## config.mk

```make
export PLATFORM = sky130hd
export DESIGN_NAME = irq_encoder_8
export DESIGN_NICKNAME = d
export VERILOG_FILES = /design/src/rtl/irq_encoder_8_pkg.sv /design/src/rtl/irq_encoder_8_prio_enc.sv /design/src/rtl/irq_encoder_8.sv
export SDC_FILE = /design/constraint.sdc
export NUM_CORES = 1
export LEC_CHECK = 0
export ABC_AREA = 1
export CAP_MARGIN = 15
export CORE_MARGIN = 2
export CORE_UTILIZATION = 48
export CTS_CLUSTER_DIAMETER = 40
export DETAILED_ROUTE_END_ITERATION = 8
export GPL_TIMING_DRIVEN = 0
export PLACE_DENSITY = 0.82
export RECOVER_POWER = 50
export REMOVE_ABC_BUFFERS = 1
export SLEW_MARGIN = 20
export SYNTH_ARGS = -nofsm -noshare
export SYNTH_HDL_FRONTEND = slang
export SYNTH_SLANG_ARGS = --single-unit
```

## constraint.sdc

```tcl
create_clock -name clk -period 1.3 [get_ports clk]
set_input_delay 0.26 -clock clk [delete_from_list [all_inputs] [get_ports clk]]
set_output_delay 0.26 -clock clk [all_outputs]
set_load 0.02 [all_outputs]
```

## src/rtl/irq_encoder_8_pkg.sv

```systemverilog
// rtl/irq_encoder_8_pkg.sv - shared widths, FSM encoding and helpers for irq_encoder_8
package irq_encoder_8_pkg;

  localparam int IRQ_LINES  = 8;
  localparam int IRQ_CODE_W = 3;

  typedef enum logic {
    ENC_IDLE    = 1'b0,
    ENC_PRESENT = 1'b1
  } enc_state_t;

  // One-hot mask for a line index, used to clear the acknowledged pending bit.
  function automatic logic [IRQ_LINES-1:0] code_to_onehot(input logic [IRQ_CODE_W-1:0] c);
    logic [IRQ_LINES-1:0] oh;
    oh = '0;
    oh[c] = 1'b1;
    return oh;
  endfunction

endpackage

```

## src/rtl/irq_encoder_8_prio_enc.sv

```systemverilog
// rtl/irq_encoder_8_prio_enc.sv - combinational 8->3 lowest-index-first priority encoder
// Ports:
//   in  [7:0]  candidate lines, bit 0 highest priority
//   out [2:0]  index of the lowest set bit (0 when none set)
//   any        at least one bit of in is set
module prio_enc_8
  import irq_encoder_8_pkg::*;
(
  input  logic [IRQ_LINES-1:0]  in,
  output logic [IRQ_CODE_W-1:0] out,
  output logic                  any
);

  always_comb begin
    out = '0;
    any = |in;
    // Walk from the top down so the lowest set index is the last to write out.
    for (int i = IRQ_LINES - 1; i >= 0; i--) begin
      if (in[i]) begin
        out = i[IRQ_CODE_W-1:0];
      end
    end
  end

endmodule

```

## src/rtl/irq_encoder_8.sv

```systemverilog
// rtl/irq_encoder_8.sv - registered 8-to-3 interrupt priority encoder with valid/ack handshake
// Ports:
//   clk      single clock, rising edge
//   reset    synchronous active-high reset
//   req_n    active-low request lines, bit i maps to code i
//   mask     1 = line held back from presentation (still captured)
//   ack      consumer accepts the presented code, honoured only while valid
//   code     index of the presented line, stable while valid
//   valid    code is meaningful and awaiting ack
//   overrun  one-cycle pulse when an edge hits a line that is already pending
module irq_encoder_8
  import irq_encoder_8_pkg::*;
(
  input  logic                  clk,
  input  logic                  reset,
  input  logic [IRQ_LINES-1:0]  req_n,
  input  logic [IRQ_LINES-1:0]  mask,
  input  logic                  ack,
  output logic [IRQ_CODE_W-1:0] code,
  output logic                  valid,
  output logic                  overrun
);

  logic [IRQ_LINES-1:0]  req_q;
  logic [IRQ_LINES-1:0]  pending;
  logic                  armed;
  enc_state_t            state;

  logic [IRQ_LINES-1:0]  edges;
  logic [IRQ_LINES-1:0]  ack_clr;
  logic [IRQ_LINES-1:0]  eff;
  logic [IRQ_LINES-1:0]  pending_next;
  logic                  overrun_next;
  logic [IRQ_CODE_W-1:0] eff_code;
  logic                  eff_any;

  enc_state_t            state_next;
  logic [IRQ_CODE_W-1:0] code_next;
  logic                  valid_next;

  // req_q leaves reset at all-ones, so the first cycle after reset would
  // see any line already held low as a fresh edge. armed stays low for that
  // one cycle: lines low at reset release are levels, not requests.
  assign edges   = armed ? (req_q & ~req_n) : '0;
  assign ack_clr = (state == ENC_PRESENT && ack) ? code_to_onehot(code) : '0;
  assign eff     = pending & ~mask;

  // A set on the same edge as the ack-clear of that line wins.
  assign pending_next = (pending & ~ack_clr) | edges;
  assign overrun_next = |(edges & pending & ~ack_clr);

  prio_enc_8 u_prio (
    .in  (eff),
    .out (eff_code),
    .any (eff_any)
  );

  always_comb begin
    state_next = state;
    code_next  = code;
    valid_next = valid;
    case (state)
      ENC_IDLE: begin
        if (eff_any) begin
          state_next = ENC_PRESENT;
          code_next  = eff_code;
          valid_next = 1'b1;
        end else begin
          valid_next = 1'b0;
        end
      end
      ENC_PRESENT: begin
        // Mask changes are deliberately ignored here: the presented code
        // stays fixed until the consumer takes it.
        if (ack) begin
          state_next = ENC_IDLE;
          valid_next = 1'b0;
        end
      end
      default: begin
        state_next = ENC_IDLE;
        valid_next = 1'b0;
      end
    endcase
  end

  always_ff @(posedge clk) begin
    if (reset) begin
      req_q   <= '1;
      pending <= '0;
      armed   <= 1'b0;
      state   <= ENC_IDLE;
      code    <= '0;
      valid   <= 1'b0;
      overrun <= 1'b0;
    end else begin
      req_q   <= req_n;
      pending <= pending_next;
      armed   <= 1'b1;
      state   <= state_next;
      code    <= code_next;
      valid   <= valid_next;
      overrun <= overrun_next;
    end
  end

endmodule

```

==> results.md, run 1 <==
| Parameter | Reported | Unit |
|:---|:---|:---|
| Routed len/inst | 10.2 | µm |
| Detailed-route DRC error count | 0 | - |
| Highest achievable clock rate | 802 | MHz |
| Post-cts hold buffer count | 0 | - |
| Post-DP HPWL | 1640 | µm |
| Part of the Yosys area used for sequential elements | 0.430 | - |
| Initial Util | 0.498 | - |
| Maximum count of clock buffers along a single path | 2 | - |
| Reported leakage power | 0.000615 | µW |
| Maximum number of pins on one net before global-route repair | 19 | - |
| Fraction of post-synthesis cell area in the top cell type by area | 0.430 | - |
| Critical path's slowest cell | sky130_fd_sc_hd__dfxtp_1 | - |
| Post-synthesis cell type count | 19 | - |
| Clock-pin slew reported for the worst setup and hold paths after clock tree synthesis | 130 | ps |
| Launching element type of the critical path | flop | - |
| Die Span Y | 51.2 | µm |
| Min-Delay Path Depth | 3 | - |
| Slowest Stage Delay on Critical Path | 350 | ps |
| Result of the run | finished clean | - |
| Yosys Warn Count | 0 | - |
| Critical Path Sink Type | output pin | - |
| Clk_lat worst skew | 300 | ps |
| Total global-route track usage | 0.167 | - |
| Setup clock skew after layout | 2.47 | ps |
| Cell types with the largest area share after synthesis | sky130_fd_sc_hd__dfxtp_1 43%, sky130_fd_sc_hd__nand2_1 15%, sky130_fd_sc_hd__inv_1 7.4% | - |
| Count of antenna diodes in the layout | 0 | - |
| Xor and xnor fraction of the mapped netlist area | 0 | - |
| Number of logic stages on the critical path including buffering | 1 | - |
| Post-place instance area | 0.00131 | mm² |
| Number of global-route vias before repair | 831 | - |
| Ratio of cells with drive above 1 in the final layout | 0.210 | - |
| Cell-by-cell listing of the critical path | dlygate4sd2_1 | - |
| Ratio of total power to cell area | 1100 | mW/mm² |
| Most common cell after layout, fill and taps aside | sky130_fd_sc_hd__nand2_1 | - |
| Number of instances in the synthesized netlist | 151 | - |
| Complex-gate fraction of the synthesized area | 0.126 | - |
| Number of clock sinks | 23 | - |
| Headroom to the max-slew limit | 0.585 | - |
| Die Span X | 51.2 | µm |
| First DRT Iteration DRCs | 18 | - |
| Global-route wire length before repair | 3380 | µm |
| Period minus WS final | 1250 | ps |
| Category of the critical setup timing path | flop to output pin | - |
| Total congestion overflow | 0 | - |
| CP required | 1040 | ps |
| Share of the clock period used by the worst path after layout | 0.959 | - |
| Number of filler cells placed in the layout | 191 | - |
| Delay-heaviest family, CP | flip-flops | - |
| Max IR drop VDD | 1.02 | mV |
| H-tree lvl count | 1 | - |
| Number of nets in the layout | 196 | - |
| Post-synthesis share of cell area spent on and, or, nand and nor gates | 0.332 | - |
| Number of placed cells counting well taps | 200 | - |
| Count of buffering cells on the critical path with inverters included | 1 | - |
| RSZ-0062 raised after global routing | false | - |
| Clock buffer count from CTS | 3 | - |
| Mapped Avg Cell Area | 7.08 | µm² |
| Total wire length | 2080 | µm |
| Worst-Margin Slew | 622 | ps |
| Largest fanout on the critical path | 2 | - |
| Routability congestion estimate from global placement | 0.856 | - |
| Initial antenna violation count | 0 | - |
| Number of storage elements in the synthesis netlist | 23 | - |
| Remaining number of nets flagged by the antenna check after routing | 0 | - |
| Hold Vio Cnt, Final | 0 | - |
| TritonCTS clock tree | built | - |
| Synthesized cell area | 0.00107 | mm² |
| Final core utilization | 0.626 | - |
| Via count of the routed design | 949 | - |
| Die footprint | 0.00262 | mm² |
| Final Max Tran Viols | 0 | - |
| Final standard cell count with taps included and fillers excluded | 204 | - |
| Max-capacitance violation count | 0 | - |
| Floorplan core area | 0.00215 | mm² |
| Final setup viols | 0 | - |
| Root buffer cell | sky130_fd_sc_hd__clkbuf_4 | - |
| Combinational family with the most area after synthesis | simple AND/OR/NAND/NOR gates | - |
| Largest area contributor in the netlist | sky130_fd_sc_hd__dfxtp_1 | - |
| Number of top-level design ports | 24 | - |
| Area share of fa/ha/maj cells after synthesis | 0 | - |
| Number of cell instances on the worst register-to-register path | 7 | - |
| Post-layout instance area | 0.00135 | mm² |
| Worst endpoint data arrival time | 990 | ps |
| DR vias/cell | 4.65 | - |
| Area delta synth->final | 25.7 | % |
| Worst Hold Class | primary input to flop | - |
| Number of detailed-routing iterations run before antenna repair | 4 | - |
| Number of buffers added on ports | 23 | - |
| Most used cells in the layout excluding fill and tap cells | 43 x sky130_fd_sc_hd__nand2_1, 21 x sky130_fd_sc_hd__inv_1, 20 x sky130_fd_sc_hd__dfxtp_1 | - |
| Portion of netlist area occupied by mux cells | 0 | - |
| Count of standard-cell rows | 17 | - |
-- power by group --
group | total (µW) | internal, µW | leakage, µW | switching, µW
combinational | 329 | 149 | 0.000406 | 180
clock | 332 | 115 | 0.0000177 | 217
sequential | 815 | 766 | 0.000192 | 48.5
-- through the flow --
step	TNS (ps)	worst slack, ps	hold WS, ps	power (µW)
after floorplan	0	146	322	1020
after global placement	-4960	-414	481	1150
after detailed placement	-4740	-399	479	1170
after CTS	0	27.4	488	1470
after global routing	0	2.76	509	1560
final	0	53.4	483	1480
-- routing by layer --
layer	up-vias	global-route usage	share of wire
met5	-	0	0
met4	0	0.0263	0.0077
met3	2	0.0263	0.028
met2	15	0.303	0.49
met1	425	0.211	0.47
li1	507	-	-
-- Yosys cell counts --
cell and count:
sky130_fd_sc_hd__nand2_1 43, sky130_fd_sc_hd__nor2_1 15, sky130_fd_sc_hd__dfxtp_1 23, sky130_fd_sc_hd__o21ai_0 1
sky130_fd_sc_hd__nand3_2 2, sky130_fd_sc_hd__nand3_1 4, sky130_fd_sc_hd__or2_2 6, sky130_fd_sc_hd__nand2_2 3
sky130_fd_sc_hd__o21ai_1 5, sky130_fd_sc_hd__o21ai_2 2, sky130_fd_sc_hd__a21boi_2 1, sky130_fd_sc_hd__clkbuf_8 1
sky130_fd_sc_hd__a21oi_1 10, sky130_fd_sc_hd__buf_4 1, sky130_fd_sc_hd__nor2_4 2, sky130_fd_sc_hd__a21oi_2 3
sky130_fd_sc_hd__inv_1 21, sky130_fd_sc_hd__nor2_2 3, sky130_fd_sc_hd__inv_2 5
-- worst paths after layout --
kind / slack, ps / to / startpoint
max: 50 / valid / valid
min: 480 / req_q[3] / req_n[3]
max reg2reg: 100 / overrun / state
min reg2reg: 490 / pending[0] / pending[0]
-- state kept, by name, summed over array words and instances, names as in the netlist --
name / flops
pending: 8
req_q: 8
code: 3
armed: 1
overrun: 1
state: 1
valid: 1
-- timing repair --
item / CTS / global route
resized for setup: 14 / 1
endpoints found under the setup margin: 8 / 1
endpoints found under the hold margin: 0 / 0
setup buffers: 0 / 0
-- cell families (layout without fill, tap and decap cells) --
group | Yosys count | after routing
AO/OA/AOI/OAI | 22 | 22
buffers and inverters | 28 | 53
flip-flops | 23 | 23
AND/OR/NAND/NOR | 78 | 78
-- layout make-up --
cell class                 instances  area [µm²]  share of cell area
sequential                        23         464               0.345
inverter                          26        97.6              0.0726
timing repair buffer              23         230               0.171
tap                               28        35.0              0.0260
clock buffer                       3        22.5              0.0167
clock inverter                     1        5.00             0.00372
multi-input combinational        100         490               0.365
Power figures use the tool's default switching activity.
==> inputs of run 2 (changes only) <==
- CORE_MARGIN: 2 -> 5
==> results.md, run 2 (same netlist as run 1, synthesis figures left out) <==
| Parameter | Reported | Unit | Delta |
|:---|:---|:---|:---|
| Number of cell instances on the worst register-to-register path | 7 | - | unchanged |
| # Post-CTS Setup Buffers | 0 | - | unchanged |
| Number of global-route vias before repair | 994 | - | +20% |
| Hold worst-path end | req_q[3] | - |  |
| Accumulated negative setup slack | 0 | ps | unchanged |
| Maximum count of clock buffers along a single path | 2 | - | unchanged |
| Number of detailed-routing iterations run before antenna repair | 4 | - | unchanged |
| Result of the run | finished clean | - |  |
| Clock buffer count from CTS | 3 | - | unchanged |
| Root buffer cell | sky130_fd_sc_hd__clkbuf_4 | - |  |
| Min-Delay Path Depth | 3 | - | unchanged |
| TritonCTS clock tree | built | - |  |
| Clk_lat worst skew | 310 | ps | about the same |
| Die footprint | 0.00327 | mm² | +25% |
| Via count of the routed design | 977 | - | +3.0% |
| Maximum number of pins on one net before global-route repair | 19 | - | unchanged |
| Post-place instance area | 0.00131 | mm² | unchanged |
| Period minus WS final | 1260 | ps | +13.5 ps |
| Count of antenna diodes in the layout | 0 | - | unchanged |
| Routed len/inst | 10.6 | µm | +3.9% |
| Final WS setup | 39.9 | ps | -13.5 ps |
| Total congestion overflow | 0 | - | unchanged |
| Post-layout instance area | 0.00136 | mm² | +0.74% |
| Critical path's slowest cell | sky130_fd_sc_hd__dfxtp_1 | - |  |
| Final standard cell count with taps included and fillers excluded | 204 | - | unchanged |
| Initial antenna violation count | 0 | - | unchanged |
| Number of buffers added on ports | 23 | - | unchanged |
| Max-capacitance violation count | 0 | - | unchanged |
| Max IR drop VDD | 0.711 | mV | -30% |
| Global-route wire length before repair | 3720 | µm | +10% |
| Launching element type of the critical path | flop | - |  |
| Largest registers | pending: 8 flops, req_q: 8 flops, code: 3 flops | - |  |
| Clock-pin slew reported for the worst setup and hold paths after clock tree synthesis | 120 | ps | about the same |
| Remaining number of nets flagged by the antenna check after routing | 0 | - | unchanged |
| Area delta synth->final | 26.7 | % |  |
| Total global-route track usage | 0.142 | - | -0.0245 |
| Category of the critical setup timing path | flop to output pin | - |  |
| Delay-heaviest family, CP | flip-flops | - |  |
| Number of placed cells counting well taps | 200 | - | unchanged |
| Slowest Stage Delay on Critical Path | 360 | ps | about the same |
| Reported leakage power | 0.000617 | µW | +0.25% |
| Most used cells in the layout excluding fill and tap cells | 42 x sky130_fd_sc_hd__nand2_1, 21 x sky130_fd_sc_hd__inv_1, 19 x sky130_fd_sc_hd__dfxtp_1 | - |  |
| Final setup viols | 0 | - | unchanged |
| Number of filler cells placed in the layout | 204 | - | +6.8% |
| Highest achievable clock rate | 794 | MHz | -1.1% |
| H-tree lvl count | 1 | - | unchanged |
| Routability congestion estimate from global placement | 0.886 | - | +3.5% |
| Count of standard-cell rows | 17 | - | unchanged |
| Detailed-route DRC error count | 0 | - | unchanged |
| Largest fanout on the critical path | 2 | - | unchanged |
| Count of buffering cells on the critical path with inverters included | 1 | - | unchanged |
| Headroom to the max-slew limit | 0.590 | - | +0.00518 |
| Hold Vio Cnt, Final | 0 | - | unchanged |
| Overall power consumption | 1480 | µW | +0.49% |
| Post-cts hold buffer count | 0 | - | unchanged |
| Critical Path Sink Type | output pin | - |  |
| Worst-Margin Slew | 615 | ps | -7.77 ps |
| RR Endpoint | overrun | - |  |
| Post-DP HPWL | 1720 | µm | +4.9% |
| Ratio of cells with drive above 1 in the final layout | 0.227 | - | +0.0170 |
| Cell-by-cell listing of the critical path | dlygate4sd2_1 | - |  |
| Floorplan core area | 0.00217 | mm² | +0.99% |
| Total wire length | 2160 | µm | +3.9% |
| Initial Util | 0.493 | - | -0.00488 |
| R2R setup slack | 80 | ps | -20 ps |
| Sequential cell area in the final layout | 465 | µm² | +0.27% |
| Ratio of total power to cell area | 1090 | mW/mm² | -0.25% |
| Worst endpoint data arrival time | 1000 | ps | about the same |
| Share of the clock period used by the worst path after layout | 0.969 | - | +0.0103 |
| Post-Place Setup Slack | -428 | ps | -29.1 ps |
| Startpoint of the most critical hold path | req_n[3] | - |  |
| Number of nets in the layout | 196 | - | unchanged |
| Die Span X | 57.2 | µm | +12% |
| First DRT Iteration DRCs | 23 | - | +5 |
| Origin of the critical flop-to-flop path | state | - |  |
| Final Max Tran Viols | 0 | - | unchanged |
| Worst Hold Class | primary input to flop | - |  |
| Most common cell after layout, fill and taps aside | sky130_fd_sc_hd__nand2_1 | - |  |
| Area of the multi-input gates | 497 | µm² | +1.3% |
| DR vias/cell | 4.79 | - | +3.0% |
| CP required | 1040 | ps | about the same |
| Setup clock skew after layout | 3.66 | ps | +1.19 ps |
| Die Span Y | 57.2 | µm | +12% |
| Number of clock sinks | 23 | - | unchanged |
| Number of top-level design ports | 24 | - | unchanged |
-- run 2: cell counts in the layout (fill, tap and decap cells not counted) --
Identical to the previous run, type by type.
-- run 2: timing repair --
action / in CTS / in global routing
endpoints found under the setup margin: 8 / 3
pin swaps: 0 / 1
gates resized for setup: 14 / 5
-- run 2: final cells by class --
cell class | count | area share
clock buffer | 3 | 0.0166
clock inverter | 1 | 0.00369
timing repair buffer | 23 | 0.170
sequential | 23 | 0.343
multi-input combinational | 100 | 0.367
inverter | 26 | 0.0739
tap | 28 | 0.0259
-- run 2: power by group --
part | total (µW) | switching, µW | internal, µW | leakage (µW)
sequential | 814 | 48.0 | 766 | 0.000192
clock | 327 | 212 | 115 | 0.0000177
combinational | 342 | 189 | 152 | 0.000407
-- run 2: worst max-delay path by stage --
stage | to | startpoint | slack [ps] | depth (start not counted)
floorplan | overrun | code[0] | 150 | 7
global placement | code[1] | reset | -380 | 4
detailed placement | code[1] | reset | -430 | 4
CTS | valid | valid | 30 | 1
global route | code[1] | mask[1] | -20 | 11
finish | valid | valid | 40 | 1
-- run 2: metal layers --
metal  global-route usage  wire length (µm)
met4               0.0695                29
met1                0.156               953
met2                0.264              1100
met5                    0                 0
met3               0.0204                76
-- run 2: metrics by stage --
step                hold slack [ps]  utilization
floorplan                       322            -
global placement                474        0.606
detailed placement              480        0.606
CTS                             488        0.619
global route                    499        0.625
finish                          491        0.625
==> inputs of run 3 (changes only) <==
- MAX_ROUTING_LAYER: default -> met4
==> results.md, run 3 (same netlist as run 1, synthesis figures left out) <==
| Parameter | Reported | Unit | Delta |
|:---|:---|:---|:---|
| Post-cts hold buffer count | 0 | - | unchanged |
| Worst-Margin Slew | 615 | ps | +0.511 ps |
| Root buffer cell | sky130_fd_sc_hd__clkbuf_4 | - |  |
| Maximum number of pins on one net before global-route repair | 19 | - | unchanged |
| Area delta synth->final | 26.7 | % | unchanged |
| First DRT Iteration DRCs | 20 | - | -13% |
| Overall power consumption | 1480 | µW | about the same |
| Ratio of total power to cell area | 1090 | mW/mm² | about the same |
| Routability congestion estimate from global placement | 0.901 | - | +1.7% |
| Period minus WS final | 1260 | ps | -0.0717 ps |
| Slowest Stage Delay on Critical Path | 360 | ps | about the same |
| Total global-route track usage | 0.147 | - | +0.00432 |
| Clk_lat worst skew | 310 | ps | about the same |
| Max IR drop VDD | 0.712 | mV | +0.13% |
| TritonCTS clock tree | built | - |  |
| Highest achievable clock rate | 794 | MHz | about the same |
| Die footprint | 0.00327 | mm² | unchanged |
| Count of standard-cell rows | 17 | - | unchanged |
| Setup clock skew after layout | 3.99 | ps | +0.330 ps |
| Hold Vio Cnt, Final | 0 | - | unchanged |
| Count of antenna diodes in the layout | 0 | - | unchanged |
| Final Max Tran Viols | 0 | - | unchanged |
| Largest fanout on the critical path | 2 | - | unchanged |
| Final setup viols | 0 | - | unchanged |
| Max-capacitance violation count | 0 | - | unchanged |
| Ratio of cells with drive above 1 in the final layout | 0.227 | - | unchanged |
| Post-place instance area | 0.00131 | mm² | unchanged |
| Cell-by-cell listing of the critical path | dlygate4sd2_1 | - |  |
| Clock-pin slew reported for the worst setup and hold paths after clock tree synthesis | 120 | ps | about the same |
| Number of cell instances on the worst register-to-register path | 7 | - | unchanged |
| Count of buffering cells on the critical path with inverters included | 1 | - | unchanged |
| Critical path's slowest cell | sky130_fd_sc_hd__dfxtp_1 | - |  |
| Result of the run | finished clean | - |  |
| Origin of the critical flop-to-flop path | state | - |  |
| Setup crit start | valid | - |  |
| Final core utilization | 0.625 | - | unchanged |
| Share of the clock period used by the worst path after layout | 0.969 | - | about the same |
| Reported leakage power | 0.000617 | µW | unchanged |
| Final WS setup | 40.0 | ps | +0.0717 ps |
| Number of clock sinks | 23 | - | unchanged |
| DR vias/cell | 4.82 | - | +0.72% |
| Global-route wire length before repair | 3720 | µm | unchanged |
| Launching element type of the critical path | flop | - |  |
| # Post-CTS Setup Buffers | 0 | - | unchanged |
| Number of buffers added on ports | 23 | - | unchanged |
| Largest registers | pending: 8 flops, req_q: 8 flops, code: 3 flops | - |  |
| Die Span Y | 57.2 | µm | unchanged |
| Remaining number of nets flagged by the antenna check after routing | 0 | - | unchanged |
| H-tree lvl count | 1 | - | unchanged |
| Critical Path Sink Type | output pin | - |  |
| Post-DP HPWL | 1720 | µm | unchanged |
| Delay-heaviest family, CP | flip-flops | - |  |
| Number of logic stages on the critical path including buffering | 1 | - | unchanged |
| Total wire length | 2170 | µm | +0.42% |
| Worst endpoint data arrival time | 1000 | ps | about the same |
| Accumulated negative setup slack | 0 | ps | unchanged |
| CP required | 1040 | ps | about the same |
| Number of detailed-routing iterations run before antenna repair | 4 | - | unchanged |
| Post-Place Setup Slack | -428 | ps | unchanged |
| Die Span X | 57.2 | µm | unchanged |
| Maximum count of clock buffers along a single path | 2 | - | unchanged |
| Post-layout instance area | 0.00136 | mm² | unchanged |
| Worst Hold Class | primary input to flop | - |  |
| Number of nets in the layout | 196 | - | unchanged |
| Floorplan core area | 0.00217 | mm² | unchanged |
| Routed len/inst | 10.6 | µm | +0.42% |
| Initial antenna violation count | 0 | - | unchanged |
| Detailed-route DRC error count | 0 | - | unchanged |
| Category of the critical setup timing path | flop to output pin | - |  |
| Initial Util | 0.493 | - | unchanged |
| Number of top-level design ports | 24 | - | unchanged |
| Headroom to the max-slew limit | 0.590 | - | about the same |
| Number of global-route vias before repair | 994 | - | unchanged |
| Via count of the routed design | 984 | - | +0.72% |
| Total congestion overflow | 0 | - | unchanged |
| Clock buffer count from CTS | 3 | - | unchanged |
| Startpoint of the most critical hold path | req_n[3] | - |  |
| Min-Delay Path Depth | 3 | - | unchanged |
| Most used cells in the layout excluding fill and tap cells | 42 x sky130_fd_sc_hd__nand2_1, 21 x sky130_fd_sc_hd__inv_1, 19 x sky130_fd_sc_hd__dfxtp_1 | - |  |
| Most common cell after layout, fill and taps aside | sky130_fd_sc_hd__nand2_1 | - |  |
[run 3: cell counts in the layout (fill, tap and decap cells not counted)]
No cell type changed its count.
[run 3: worst min-delay path, delay by kind of cell]
family	cells	cell delay, ps
buffers and inverters	2	460
AND/OR/NAND/NOR	1	50
[run 3: final timing paths]
path / to / slack, ps
setup / recovery: valid / 40
hold / removal: req_q[3] / 490
setup reg to reg: overrun / 80
hold reg to reg: pending[7] / 500
[run 3: stage by stage]
stage          hold WS, ps  instances
3_3_place_gp           474        200
3_5_place_dp           480        200
4_1_cts                488        204
2_1_floorplan          322        149
6_report               491        204
5_1_grt                499        204
[run 3: report_power, final]
part / total [µW] / internal (µW) / leakage [µW] / switching [µW]
clock: 327 / 115 / 0.0000177 / 212
combinational: 342 / 152 / 0.000407 / 190
sequential: 814 / 766 / 0.000192 / 48.2
[run 3: metal layers]
metal | vias to the layer above | part of all wire | GRT usage | routed length (µm)
li1 | 510 | - | - | -
met2 | 27 | 0.51 | 0.264 | 1110
met4 | 0 | 0.013 | 0.0695 | 29
met1 | 443 | 0.44 | 0.156 | 951
met5 | - | 0 | - | 0
met3 | 4 | 0.037 | 0.0204 | 80
[run 3: cell type report]
cell class | count | area (µm²)
clock buffer | 3 | 22.5
multi-input combinational | 100 | 497
fill | 204 | 815
inverter | 26 | 100
timing repair buffer | 23 | 230
sequential | 23 | 465
tap | 28 | 35.0
clock inverter | 1 | 5.00
[run 3: repair_timing]
item | in CTS | in global routing
pin swaps | 0 | 1
setup endpoints to repair | 8 | 3
cloned | 0 | 0
resized for setup | 14 | 5
